--- src/rtl/rf_wb_arbiter.sv ---
// -----------------------------------------------------------------------------
// rf_wb_arbiter
//
// Arbitrates the single register-file write port between the pipeline
// writeback (P) and a multicycle unit writeback (M).  P normally has priority;
// when M has been held off for STARVE_MAX consecutive cycles the arbiter enters
// FORCE for one cycle, stalls P and grants M.  A pending-write scoreboard
// tracks destinations of issued multicycle ops so that hazard queries can see
// registers that are not yet readable from the register file.
//
// Ports
//   clk                  clock, all state updates on rising edge
//   rst                  asynchronous, active-low reset
//   p_valid/p_wa/p_wd    pipeline writeback request
//   p_stall              P must hold its writeback this cycle
//   m_valid/m_wa/m_wd    multicycle-unit writeback request
//   m_ready              M transfer completes on m_valid & m_ready at clk edge
//   iss_valid/iss_wa     multicycle op issued, iss_wa becomes pending
//   q_a/q_b              hazard-query register addresses
//   q_a_busy/q_b_busy    queried register not yet readable from the RF
//   rf_we/rf_wa/rf_wd    registered register-file write port
// -----------------------------------------------------------------------------
module rf_wb_arbiter #(
    parameter int unsigned STARVE_MAX = 32'd3
) (
    input  logic        clk,
    input  logic        rst,
    input  logic        p_valid,
    input  logic [4:0]  p_wa,
    input  logic [31:0] p_wd,
    output logic        p_stall,
    input  logic        m_valid,
    input  logic [4:0]  m_wa,
    input  logic [31:0] m_wd,
    output logic        m_ready,
    input  logic        iss_valid,
    input  logic [4:0]  iss_wa,
    input  logic [4:0]  q_a,
    input  logic [4:0]  q_b,
    output logic        q_a_busy,
    output logic        q_b_busy,
    output logic        rf_we,
    output logic [4:0]  rf_wa,
    output logic [31:0] rf_wd
);

    localparam logic [3:0] STARVE_LIM = STARVE_MAX[3:0];

    typedef enum logic {
        ST_NORMAL = 1'b0,
        ST_FORCE  = 1'b1
    } state_e;

    state_e      state_q, state_d;
    logic [3:0]  wait_cnt_q, wait_cnt_d;
    logic [31:0] pend_q, pend_d;
    logic        rf_we_q, rf_we_d;
    logic [4:0]  rf_wa_q, rf_wa_d;
    logic [31:0] rf_wd_q, rf_wd_d;

    logic        grant_p_s;
    logic        grant_m_s;
    logic        stall_s;

    // Grant decision; everything is gated off while reset is asserted so the
    // handshake outputs read 0 during reset regardless of request inputs.
    always_comb begin
        grant_p_s = 1'b0;
        grant_m_s = 1'b0;
        stall_s   = 1'b0;
        if (!rst) begin
            grant_p_s = 1'b0;
            grant_m_s = 1'b0;
            stall_s   = 1'b0;
        end else begin
            case (state_q)
                ST_NORMAL: begin
                    if (p_valid) begin
                        grant_p_s = 1'b1;
                    end else begin
                        grant_m_s = m_valid;
                    end
                end
                ST_FORCE: begin
                    // m_valid low here is a protocol violation: nothing granted
                    grant_m_s = m_valid;
                    stall_s   = p_valid;
                end
                default: begin
                    grant_p_s = 1'b0;
                    grant_m_s = 1'b0;
                    stall_s   = 1'b0;
                end
            endcase
        end
    end

    // FSM next state and starvation counter.
    always_comb begin
        state_d    = state_q;
        wait_cnt_d = wait_cnt_q;
        case (state_q)
            ST_NORMAL: begin
                if (m_valid && !grant_m_s) begin
                    wait_cnt_d = (wait_cnt_q == 4'hF) ? wait_cnt_q : (wait_cnt_q + 4'd1);
                    // Enter FORCE on the edge where the count reaches the limit
                    if (wait_cnt_d >= STARVE_LIM) begin
                        state_d = ST_FORCE;
                    end else begin
                        state_d = ST_NORMAL;
                    end
                end else begin
                    wait_cnt_d = 4'd0;
                    state_d    = ST_NORMAL;
                end
            end
            ST_FORCE: begin
                wait_cnt_d = 4'd0;
                state_d    = ST_NORMAL;
            end
            default: begin
                wait_cnt_d = 4'd0;
                state_d    = ST_NORMAL;
            end
        endcase
    end

    // Register-file write port next value; a write to r0 still completes the
    // grant but never asserts the write enable.
    always_comb begin
        rf_we_d = 1'b0;
        rf_wa_d = rf_wa_q;
        rf_wd_d = rf_wd_q;
        if (grant_p_s) begin
            rf_we_d = (p_wa != 5'd0);
            rf_wa_d = p_wa;
            rf_wd_d = p_wd;
        end else if (grant_m_s) begin
            rf_we_d = (m_wa != 5'd0);
            rf_wa_d = m_wa;
            rf_wd_d = m_wd;
        end else begin
            rf_we_d = 1'b0;
        end
    end

    // Scoreboard update; the issue-side set is applied last so it wins over a
    // same-cycle clear of the same register.
    always_comb begin
        pend_d = pend_q;
        if (grant_m_s) begin
            pend_d[m_wa] = 1'b0;
        end else begin
            pend_d = pend_q;
        end
        if (iss_valid && (iss_wa != 5'd0)) begin
            pend_d[iss_wa] = 1'b1;
        end else begin
            pend_d[0] = 1'b0;
        end
        pend_d[0] = 1'b0;
    end

    // All state, including the registered write port.
    always_ff @(posedge clk or negedge rst) begin
        if (!rst) begin
            state_q    <= ST_NORMAL;
            wait_cnt_q <= 4'd0;
            pend_q     <= 32'd0;
            rf_we_q    <= 1'b0;
            rf_wa_q    <= 5'd0;
            rf_wd_q    <= 32'd0;
        end else begin
            state_q    <= state_d;
            wait_cnt_q <= wait_cnt_d;
            pend_q     <= pend_d;
            rf_we_q    <= rf_we_d;
            rf_wa_q    <= rf_wa_d;
            rf_wd_q    <= rf_wd_d;
        end
    end

    // Hazard queries: a register stays busy through the cycle its write is
    // on the RF port, since the RF only holds the value after that edge.
    always_comb begin
        q_a_busy = 1'b0;
        q_b_busy = 1'b0;
        if (rst) begin
            q_a_busy = pend_q[q_a] | (rf_we_q & (rf_wa_q == q_a) & (q_a != 5'd0));
            q_b_busy = pend_q[q_b] | (rf_we_q & (rf_wa_q == q_b) & (q_b != 5'd0));
        end else begin
            q_a_busy = 1'b0;
            q_b_busy = 1'b0;
        end
    end

    assign m_ready = grant_m_s;
    assign p_stall = stall_s;
    assign rf_we   = rf_we_q;
    assign rf_wa   = rf_wa_q;
    assign rf_wd   = rf_wd_q;

endmodule

--- config.mk ---
export PLATFORM = sky130hd
export DESIGN_NAME = rf_wb_arbiter
export DESIGN_NICKNAME = d
export VERILOG_FILES = /design/src/rtl/rf_wb_arbiter.sv
export SDC_FILE = /design/constraint.sdc
export NUM_CORES = 1
export LEC_CHECK = 0
export BUFFER_PORTS_ARGS = -buffer_cell sky130_fd_sc_hd__buf_4
export CAP_MARGIN = 5
export CORE_UTILIZATION = 54
export DETAILED_ROUTE_END_ITERATION = 10
export PLACE_DENSITY = 0.85
export RECOVER_POWER = 100
export REMOVE_ABC_BUFFERS = 1
export SETUP_SLACK_MARGIN = 0.4
export SLEW_MARGIN = 20
export SYNTH_ARGS = -nofsm -noshare
export SYNTH_HDL_FRONTEND = slang
export SYNTH_SLANG_ARGS = --single-unit
--- constraint.sdc ---
create_clock -name clk -period 2.4 [get_ports clk]
set_clock_uncertainty 0.05 [all_clocks]
set_input_delay 0.48 -clock clk [delete_from_list [all_inputs] [get_ports clk]]
set_output_delay 0.48 -clock clk [all_outputs]
set_load 0.05 [all_outputs]
---- Word-level counts from Yosys, hierarchy flattened ----
Index checks and enable logic that the tools add are counted.
cells by class
  mux-type cells .......................... 32
  order comparisons ....................... 7
  reductions and logical operators ........ 11
  equal/unequal tests ..................... 3
  bitwise logic cells ..................... 10
  add/sub/neg operators ................... 1
operators with widths
  kind                                                 count
  two-way mux 32 bit                                   3
  bitwise AND 32 bit                                   1
  NOT 32 bit                                           1
  bitwise OR 32 bit                                    1
  two-way mux 31 bit                                   1
  nonzero test 5 bit                                   5
  < comparator 5 x 6 -> 1 bit, second input constant   4
  two-way mux 1 bit                                    17
  binary-select mux 1 bit (select 5 bit)               2
  demux 1 bit (select 5 bit)                           2
  equality test 5 bit                                  2
  >= comparator 5 x 1 -> 1 bit, second input constant  2
  two-way mux 5 bit                                    2
  two-way mux 4 bit                                    2
  case mux 4 bit (2 select lines)                      1
  adder 4 x 1 -> 4 bit, second input constant          1
  bitwise AND 1 bit                                    4
  equality test 4 bit, second input constant           1
  >= comparator 4 x 2 -> 1 bit, second input constant  1
  logical AND 1 bit                                    4
  case mux 1 bit (2 select lines)                      2
  bitwise OR 1 bit                                     2
  nonzero test 2 bit                                   1
  zero test 1 bit                                      1
  NOT 1 bit                                            1
word-level totals
  bits in registers ....................... 74
  output and inout bits ................... 42

---- Depth between registers and ports, before layout ----
Gate-level depths: netlist of the first run.
  word-level depth ........................ 9
  depth in mapped cells ................... 8
  mapped depth without buffers ............ 6

---- Least setup slack after synthesis of the first run ----
No wires, ideal clock.
  path kind ............................... input -> output
  from .................................... input q_a[1]
  to ...................................... output q_a_busy
  setup slack ............................. -0.491 ns
  buffers on the path ..................... 1
  data arrival time ....................... 2.361 ns
  stages .................................. 6
  data required time ...................... 1.870 ns
  cell sequence ........................... buf_6 mux4_2 inv_1 a21oi_1 o21ai_1 o311ai_1
between the ends
  cells in the longest elaborated chain, start to end .. 5
  elaborated cells on any way between the ends .. 8
RTL lines
  element                                                                         RTL line  text
  start, declared                                                                 38        input logic [4:0] q_a,
  branches (longest 3 deep; another with binary-select mux 1 bit (select 5 bit))  n/a
  bitwise OR 1 bit (*)                                                            189       q_a_busy = pend_q[q_a] | (rf_we_q & (rf_wa_q == q_a) & (q_a != 5'd0));
  two-way mux 1 bit (*)                                                           188       if (rst) begin
  end, declared                                                                   40        output logic q_a_busy,
Mark *: on every way between the ends. The select of a mux whose other input is x is not followed.

---- Final worst setup path of the first run ----
  from .................................... register pend_q[29]
  to ...................................... output q_a_busy
between the ends
  cells in the longest elaborated chain, start to end .. 4
RTL lines
  element                                  RTL line  text
  start, declared                          56        logic [31:0] pend_q, pend_d;
  start signal, assigned                   176       pend_q <= pend_d;
  binary-select mux 1 bit (select 5 bit)   189
  two-way mux 1 bit (not written as such)  189
  bitwise OR 1 bit                         189
  two-way mux 1 bit                        188
No other way between the ends. The select of a mux whose other input is x is not followed.

==> reports/metrics.csv, run 1 <==
stage,metric,value,unit
cells_and_area,fill_cells,523,
critical_path,crit_buf_inv,1,
place,portBuffers,135,
cts,root_buffer,clkbuf_8,
grt,grt_pass1_wl,18.7,mm
die,die_h,87.4,um
routing,drc,0,
grt,grt-ovfl-total,0,
cells_and_area,fin_area,5250,um^2
die,coreArea,6910,um^2
critical_path,critPathMaxStageDelay,0.49,ns
cts,cts.clk_slew.worst_paths,0.08,ns
yosys,ys_ff_latch,74,
cells_and_area,antenna_cells,0,
cts,cts_tree,done,
power_and_ir_drop,leakage,2.29,nW
critical_path,rr_endpoint,pend_q[1],
routing,wl_per_cell,18.9,um
status,violations,setup timing,
sta,relSlewSlack,0.657,
yosys,ys.flop_type,dfrtp_1,
critical_path,path_delay_family,compound AO/OA/AOI/OAI gates,
cts,htreeDepth,3,
grt,grt_max_degree,41,
sta,setup-violations-final,2,
yosys,async_flop_share,1.00,
yosys,synth.distinct_cells,52,
cells_and_area,layout-drive-gt1-share,0.321,
routing,viasPerCell,6.17,
cells_and_area,syn_to_final_growth,33.3,%
die,die-width,87.4,um
yosys,syn_inst,420,
critical_path,r2r_setup_slack,0.71,ns
routing,drt-initial-drc-count,508,
sta,worst_slack,-0.0868,ns
cts,cts_buffer_depth,2,
hold_path,hp-class,primary input to async pin,
cts,cts.sinks,74,
sta,slew_viol_final,0,
sta,min_period,2.49,ns
critical_path,cp_cell_sequence,"mux4_2, o211ai_2, a211o_1, o311ai_4, buf_6",
yosys,yosysWarnings,0,
routing,ant_nets,0,
yosys,synth-edff-count,0,
die,die_area,7640,um^2
job,drv_cap,0,
routing,wl,12.3,mm
cts,cts_made_buffers,9,
routing,vias,4028,
status,run_status,finished with violations,
critical_path,arrival,1.96,ns
sta,rsz0062_at_grt,true,
grt,antenna_found_initial,0,
critical_path,slowest_stage,mux4_2,
power_and_ir_drop,worst_ir_drop_vdd,484,uV
sta,hold_viol_final,0,
place,gp_congestion,0.881,
power_and_ir_drop,finalPower,4.28,mW
critical_path,worst-path-max-fanout,3,
place,place_area,4990,um^2
place,place_ws,0.0433,ns
routing,drtPass1Iterations,7,
cells_and_area,final_common_cell,buf_4,
yosys,synth_seq_area_share,0.470,
cells_and_area,utilization,0.761,
critical_path,cp.required,1.87,ns
critical_path,reg2reg_from,state_q,
yosys,avgSynthCellArea,9.38,um^2
sta,period_share,1.04,
cells_and_area,fin_nets,648,
sta,tightest_slew,0.514,ns
place,hpwl,9.09,mm
critical_path,end_kind,output pin,
die,io_pins,136,
critical_path,critPathLaunchType,register,
die,fp-row-count,30,
grt,grt_pass1_vias,3664,
sta,fmax,0.402,GHz
sta,setup-tns-final,-0.163,ns
cells_and_area,final_cell_mix,"buf_4 (142), nor2_1 (78), dfrtp_1 (74), o21ai_0 (58), o22ai_1 (34)",
power_and_ir_drop,powerDensity,814,nW/um^2
critical_path,path_class,register to output pin,
critical_path,ff2ff_path_depth,6,
cts,clk_latency,0.35,ns
die,start_util,0.570,
yosys,syn_area,3940,um^2
grt,grt_use_total,0.330,
## cell families (layout without fill, tap and decap cells)
family / after synthesis / count (layout) / synth area share
compound gates: 127 / 127 / 0.193
xor+xnor: 9 / 9 / 0.0200
fa+ha+maj: 1 / 1 / 0.00318
buf+inv: 33 / 170 / 0.0467
flops: 74 / 74 / 0.470
mux: 22 / 22 / 0.0810
simple gates: 154 / 154 / 0.186
## state kept, by name (all words and copies together), names as in the netlist
signal,flops
rf_wd,32
state_q,1
rf_we,1
rf_wa,5
wait_cnt_q,4
pend_q,31
## metrics by stage
step | hold slack (ns) | cells
floorplan | 0.134 | 396
global placement | 0.288 | 635
detailed placement | 0.296 | 635
CTS | 0.113 | 653
global route | 0.139 | 653
finish | 0.132 | 653
## repair_timing
item | 4_1_cts | 5_1_grt
setup buffers | 2 | 0
hold buffers | 1 | 0
resized for setup | 6 | 4
setup endpoints to repair | 2 | 3
pin swaps | 3 | 4
hold endpoints to repair | 6 | 0
## worst max-delay path by stage
stage	slack, ns	startpoint	endpoint	cells past startpoint
after floorplan	-0.36	q_a[1]	q_a_busy	5
after global placement	0.06	q_a[1]	q_a_busy	7
after detailed placement	0.04	q_a[0]	q_a_busy	6
after CTS	-0.05	pend_q[28]	q_a_busy	5
after global routing	-0.14	pend_q[29]	q_a_busy	5
final	-0.09	pend_q[29]	q_a_busy	5
## layout make-up
class	count	area, um^2	share of cell area
Clock buffer	11	151	0.0288
Sequential cell	74	1850	0.352
Clock inverter	4	51.3	0.00976
Inverter	9	36.3	0.00691
Multi-Input combinational cell	313	1940	0.369
Tap cell	96	120	0.0229
Timing Repair Buffer	146	1100	0.210
## Yosys cell counts (2+ instances only)
| library cell | number | area, um^2 |
|---|---|---|
| nand4b_1 | 2 | 17.5 |
| buf_4 | 3 | 22.5 |
| mux4_1 | 2 | 52.6 |
| buf_6 | 5 | 56.3 |
| dfrtp_1 | 74 | 1850 |
| nand3_1 | 16 | 80.1 |
| xnor2_1 | 6 | 52.6 |
| or3b_1 | 2 | 17.5 |
| a21oi_1 | 7 | 35.0 |
| a31oi_1 | 3 | 18.8 |
| clkbuf_1 | 9 | 33.8 |
| a2111oi_0 | 4 | 35.0 |
| o22ai_1 | 34 | 213 |
| mux2_2 | 3 | 33.8 |
| nor3_1 | 6 | 30.0 |
| nand3b_2 | 2 | 22.5 |
| nand2b_1 | 3 | 18.8 |
| nor2b_1 | 9 | 56.3 |
| nor2_1 | 78 | 293 |
| o21ai_0 | 58 | 290 |
| nand4_1 | 3 | 18.8 |
| a222oi_1 | 3 | 30.0 |
| o31ai_1 | 2 | 15.0 |
| mux4_2 | 5 | 113 |
| nor4_1 | 3 | 18.8 |
| o21ai_1 | 5 | 25.0 |
| a41oi_1 | 2 | 17.5 |
| xor2_1 | 3 | 26.3 |
| inv_1 | 8 | 30.0 |
| buf_2 | 7 | 35.0 |
| mux2i_1 | 12 | 120 |
| nand2_1 | 19 | 71.3 |
| nand3b_1 | 3 | 22.5 |
## where the power goes
| part | switching [mW] | leakage [nW] | internal, mW |
|---|---|---|---|
| Combinational | 0.972 | 1.34 | 0.583 |
| Clock | 0.457 | 0.101 | 0.531 |
| Sequential | 0.229 | 0.845 | 1.51 |
## layer usage
| metal | global-route usage | wire length, um | vias to the layer above |
|---|---|---|---|
| met5 | 0 | 0 | - |
| met4 | 0.133 | 413 | 0 |
| met3 | 0.0872 | 1290 | 51 |
| met2 | 0.499 | 5740 | 248 |
| met1 | 0.453 | 4880 | 1914 |
| li1 | - | - | 1815 |
Power figures use the tool's default switching activity.
==> run 2: changes to the inputs <==
--- a/config.mk
+++ b/config.mk
@@ -7,6 +7,7 @@
 export LEC_CHECK = 0
 export BUFFER_PORTS_ARGS = -buffer_cell sky130_fd_sc_hd__buf_4
 export CAP_MARGIN = 5
+export CORE_ASPECT_RATIO = 1.25
 export CORE_UTILIZATION = 54
 export DETAILED_ROUTE_END_ITERATION = 10
 export PLACE_DENSITY = 0.85
==> run 2 against run 1 <==
The run still ends with setup timing left. First-iteration DRC count is 39% lower. Critical path type unchanged. Wire length down 5.3%. Critical path depth unchanged. Combinational power shrank 8%. Power fell by 5.1%. Global-route usage down 1.1 points. Maximum frequency rose by 3.2%. Via count is 2.4% lower.
==> reports/metrics.csv, run 2 (synthesis results as in run 1) <==
stage,metric,value,unit
status,run_status,finished with violations,
status,violations,setup timing,
place,gp_congestion,0.938,
routing,wl_met3,859,um
cts,cts_made_buffers,9,
cells_and_area,syn_to_final_growth,28.0,%
job,drv_cap,0,
die,die-width,78.4,um
cells_and_area,final_cells,646,
die,die_h,97.5,um
place,portBuffers,135,
grt,grt-ovfl-total,0,
grt,grt_max_degree,61,
cells_and_area,layout-drive-gt1-share,0.254,
cells_and_area,final_common_cell,buf_4,
critical_path,worst-path-max-fanout,3,
critical_path,critPathLaunchType,register,
sta,relSlewSlack,0.0214,
routing,ant_nets,0,
cts,root_buffer,clkbuf_8,
die,io_pins,136,
die,coreArea,7020,um^2
routing,wl,11.7,mm
cells_and_area,final_cell_mix,"buf_4 (100), nor2_1 (78), dfrtp_1 (72), o21ai_0 (60), clkbuf_1 (38)",
sta,min_period,2.41,ns
grt,grt_pass1_wl,18.8,mm
die,die_area,7640,um^2
grt,grt_pass1_vias,3935,
cts,cts_tree,done,
cells_and_area,fin_nets,646,
cells_and_area,largest_reg_flops,32,
power_and_ir_drop,p_int,2.42,mW
grt,grt_use_total,0.319,
routing,drt-initial-drc-count,311,
cells_and_area,fill_cells,553,
routing,vias,3930,
cts,htreeDepth,3,
power_and_ir_drop,power_frac_seq,0.426,
power_and_ir_drop,powerDensity,805,nW/um^2
sta,hold_viol_final,0,
critical_path,arrival,1.88,ns
power_and_ir_drop,sw_frac_of_total,0.405,
routing,drtPass1Iterations,6,
cells_and_area,regArea,1850,um^2
cells_and_area,multi_input_area,1920,um^2
routing,drc,0,
cts,cts.clk_slew.worst_paths,0.08,ns
place,dp.cells,627,
power_and_ir_drop,worst_ir_drop_vdd,459,uV
sta,fmax,0.415,GHz
routing,viasPerCell,6.08,
grt,antenna_found_initial,0,
critical_path,end_kind,output pin,
die,fp-row-count,34,
sta,slew_viol_final,0,
critical_path,cp.required,1.87,ns
sta,worst_slack,-0.00861,ns
power_and_ir_drop,clkPwrFrac,0.224,
routing,top_layer,met4,
cts,clk_latency,0.34,ns
hold_path,hp-class,primary input to async pin,
place,hpwl,8.72,mm
power_and_ir_drop,switchingPower,1.64,mW
critical_path,path_class,register to output pin,
routing,wl_per_cell,18.1,um
place,place_area,4960,um^2
power_and_ir_drop,combPwrFrac,0.350,
die,start_util,0.561,
routing,met2_length,6.01,mm
sta,setup-violations-final,1,
power_and_ir_drop,leakage,2.11,nW
cts,cts_buffer_depth,2,
cts,cts.sinks,74,
routing,wl_met1,4.50,mm
cells_and_area,antenna_cells,0,
sta,tightest_slew,1.47,ns
cells_and_area,fin_area,5040,um^2
sta,rsz0062_at_grt,true,
sta,period_share,1.00,
run 2: stage by stage:
stage	setup WS, ns	utilization	hold WS (ns)	setup TNS [ns]	power [mW]
4_1_cts	-0.0100	0.737	0.0853	-0.0100	4.14
3_5_place_dp	0.0432	0.707	0.453	0	3.23
3_3_place_gp	0.0857	0.707	0.444	0	3.18
6_report	-0.00861	0.719	0.0898	-0.00861	4.06
2_1_floorplan	-0.360	-	0.134	-0.490	2.62
5_1_grt	-0.0725	0.719	0.104	-0.110	4.27
run 2: cell type report:
class / instances / share of cell area
Timing Repair Buffer: 144 / 0.186
Inverter: 9 / 0.00694
Clock buffer: 11 / 0.0300
Tap cell: 90 / 0.0223
Multi-Input combinational cell: 313 / 0.380
Clock inverter: 5 / 0.00744
Sequential cell: 74 / 0.368
run 2: critical path, stage by stage (launching register included):
cell and delay [ns]:
dfrtp_1 0.41, mux4_2 0.47, o211ai_2 0.19, a211o_1 0.17
o311ai_2 0.11, buf_6 0.17
run 2: final timing paths:
check,startpoint,endpoint,slack [ns],depth (start not counted)
worst max-delay path,pend_q[24],q_a_busy,-0.009,5
worst min-delay path,rst,rf_wd[30],0.09,2
worst max register to register,state_q,wait_cnt_q[2],0.41,5
worst min register to register,rf_wd[17],rf_wd[17],0.46,2
max in group asynchronous,rst,rf_wa[1],0.72,2
min in group clk,p_wd[7],rf_wd[7],0.32,3
run 2: power by group through the flow:
| stage | Combinational (mW) | Clock, mW | Sequential [mW] |
|---|---|---|---|
| 6_report | 1.42 | 0.910 | 1.73 |
| 5_1_grt | 1.53 | 0.982 | 1.76 |
| 4_1_cts | 1.50 | 0.911 | 1.72 |
| 3_5_place_dp | 1.49 | 0 | 1.74 |
| 3_3_place_gp | 1.45 | 0 | 1.73 |
| 2_1_floorplan | 0.518 | 0 | 2.10 |
run 2: repair_timing:
action                     4_1_cts  5_1_grt
gates resized for setup          6        7
hold buffers                     0        0
buffers inserted                 0        3
setup endpoints to repair        2        3
pin swaps                        1        4
run 2: per-layer routing:
layer | global-route usage | up-vias
li1 | - | 1805
met1 | 0.406 | 1898
met2 | 0.526 | 198
met4 | 0.123 | 0
met3 | 0.0723 | 29
met5 | 0 | -
==> run 3: changes to the inputs <==
==> constraint.sdc (replaced) <==
create_clock -name clk -period 2.4 [get_ports clk]
set_clock_uncertainty 0.05 [all_clocks]
set_input_delay 0.72 -clock clk [delete_from_list [all_inputs] [get_ports clk]]
set_output_delay 0.72 -clock clk [all_outputs]
set_load 0.05 [all_outputs]
==> run 3 against run 2 <==
The flow still finishes with violations (setup timing). Sequential power about the same. Sequential share of layout area fell by 2.8 points. Cell count increased by 3.7%. Worst setup slack got worse by 0.31 ns. Maximum frequency down 12%. Clock-buffer cell count fell by 1. Non-clock buffer count increased by 25. Combinational power grew 6%. Register-to-register slack better by 0.03 ns. Power grew 14%. Clock power rose by 53%.
==> reports/metrics.csv, run 3 (synthesis results as in run 1) <==
stage,metric,value,unit
grt,grt_max_degree,36,
hold_path,hold_depth,2,
hold_path,min_to,rf_wd[11],
critical_path,slowest_stage,mux4_2,
grt,grt-ovfl-total,0,
critical_path,arrival,1.95,ns
routing,wl_per_cell,19.8,um
critical_path,critPathLaunchType,primary input,
routing,drc,0,
power_and_ir_drop,switchingPower,1.69,mW
critical_path,critPathMaxStageDelay,0.50,ns
job,drv_cap,0,
critical_path,worst-path-max-fanout,5,
place,dp.cells,647,
cells_and_area,fill_cells,482,
cells_and_area,fin_area,5450,um^2
power_and_ir_drop,leakage,2.31,nW
die,coreArea,7020,um^2
power_and_ir_drop,clkPwrFrac,0.299,
status,run_status,finished with violations,
die,die-width,78.4,um
sta,relSlewSlack,0.437,
place,gp_congestion,0.885,
cells_and_area,layout-drive-gt1-share,0.284,
sta,setup-tns-final,-0.602,ns
sta,hold_viol_final,0,
die,start_util,0.561,
cts,cts_tree,done,
routing,drt-initial-drc-count,344,
critical_path,rr_endpoint,pend_q[19],
power_and_ir_drop,combPwrFrac,0.324,
place,hpwl,9.10,mm
hold_path,min-delay-start,rf_wd[11],
grt,grt_pass1_vias,4210,
cts,hold_buffers,0,
cts,htreeDepth,3,
grt,grt_pass1_wl,20.7,mm
cells_and_area,final_cells,670,
place,portBuffers,135,
cts,cts_buffer_depth,2,
die,io_pins,136,
hold_path,hp-class,register to register,
grt,grt_use_total,0.356,
cells_and_area,final_cell_mix,"buf_4 (105), nor2_1 (77), dfrtp_1 (74), o21ai_0 (60), clkbuf_1 (44)",
sta,rsz0062_at_grt,true,
grt,antenna_found_initial,0,
critical_path,path_class,primary input to output pin,
cts,cts_made_buffers,9,
routing,viasPerCell,6.23,
routing,wl_met1,5.01,mm
cts,root_buffer,clkbuf_8,
sta,tightest_slew,0.844,ns
status,violations,setup timing,
place,place_area,5140,um^2
critical_path,path_delay_family,multiplexers,
cells_and_area,fin_nets,671,
cells_and_area,final_common_cell,buf_4,
cts,clk_latency,0.33,ns
routing,wl,13.3,mm
die,die_area,7640,um^2
cells_and_area,largest_reg_flops,32,
cells_and_area,utilization,0.776,
sta,min_period,2.72,ns
cts,cts.sinks,74,
critical_path,reg2reg_from,state_q,
sta,slew_viol_final,0,
routing,met2_length,7.05,mm
routing,top_layer,met4,
critical_path,cp.required,1.63,ns
routing,wl_met3,851,um
critical_path,end_kind,output pin,
cts,cts.clk_slew.worst_paths,0.08,ns
sta,period_share,1.13,
power_and_ir_drop,sw_frac_of_total,0.364,
power_and_ir_drop,power_frac_seq,0.376,
critical_path,crit_buf_inv,2,
critical_path,r2r_setup_slack,0.44,ns
routing,drtPass1Iterations,5,
critical_path,ff2ff_path_depth,7,
cells_and_area,syn_to_final_growth,38.2,%
power_and_ir_drop,worst_ir_drop_vdd,692,uV
power_and_ir_drop,p_int,2.94,mW
cells_and_area,antenna_cells,0,
die,fp-row-count,34,
critical_path,cp_cell_sequence,"buf_8, mux4_2, o211ai_2, a211o_1, o311ai_2, buf_6",
die,die_h,97.5,um
sta,setup-violations-final,2,
routing,vias,4172,
sta,worst_slack,-0.323,ns
routing,ant_nets,0,
power_and_ir_drop,powerDensity,850,nW/um^2
sta,fmax,0.367,GHz
## run 3: changes by cell type in the layout (fill, tap and decap cells not counted), sizes merged
cell,previous run,this run
clkbuf,53,58
buf,102,121
inv,9,8
clkinv,2,0
clkinvlp,3,1
bufinv,0,5
## run 3: worst max path at each step
stage / start / end / slack [ns] / cells after the start
final: q_a[0] / q_a_busy / -0.32 / 6
after global routing: q_a[0] / q_a_busy / -0.37 / 6
after detailed placement: q_a[2] / q_a_busy / -0.39 / 7
after floorplan: q_a[1] / q_a_busy / -0.84 / 5
after CTS: q_a[0] / q_a_busy / -0.35 / 6
after global placement: q_a[0] / q_a_busy / -0.36 / 6
## run 3: routing by layer
layer / global-route usage / up-vias
li1: - / 1855
met1: 0.417 / 2042
met2: 0.624 / 236
met3: 0.0629 / 39
met4: 0.164 / 0
met5: 0 / -
## run 3: power by group through the flow
stage	clock [mW]	combinational [mW]	sequential, mW
floorplan	0	0.518	2.10
global placement	0	1.49	1.72
finish	1.39	1.50	1.74
detailed placement	0	1.53	1.74
CTS	1.39	1.58	1.72
global route	1.43	1.60	1.76
## run 3: repair_timing
item	CTS	global route
endpoints found under the setup margin	4	4
gates resized for setup	36	13
setup buffers	6	2
pin swaps	7	7
## run 3: final cells by class
class	instances	area, um^2	share of cell area
inverter	9	35.0	0.00643
tap	90	113	0.0207
timing repair buffer	169	1200	0.220
multi-input combinational	313	1960	0.360
sequential	74	1850	0.340
clock buffer	10	138	0.0253
clock inverter	5	150	0.0276
## run 3: tightest hold or removal path, stage by stage, from the launching register on
cell,delay (ns)
dfrtp_1,0.35
nor2_1,0.05
nor2_1,0.08
## run 3: metrics by stage
stage               power, mW  hold WS (ns)  setup WS [ns]
floorplan                2.62         0.374         -0.840
global placement         3.22         0.445         -0.359
detailed placement       3.27         0.453         -0.387
CTS                      4.69         0.371         -0.346
global route             4.79         0.488         -0.370
finish                   4.63         0.465         -0.323
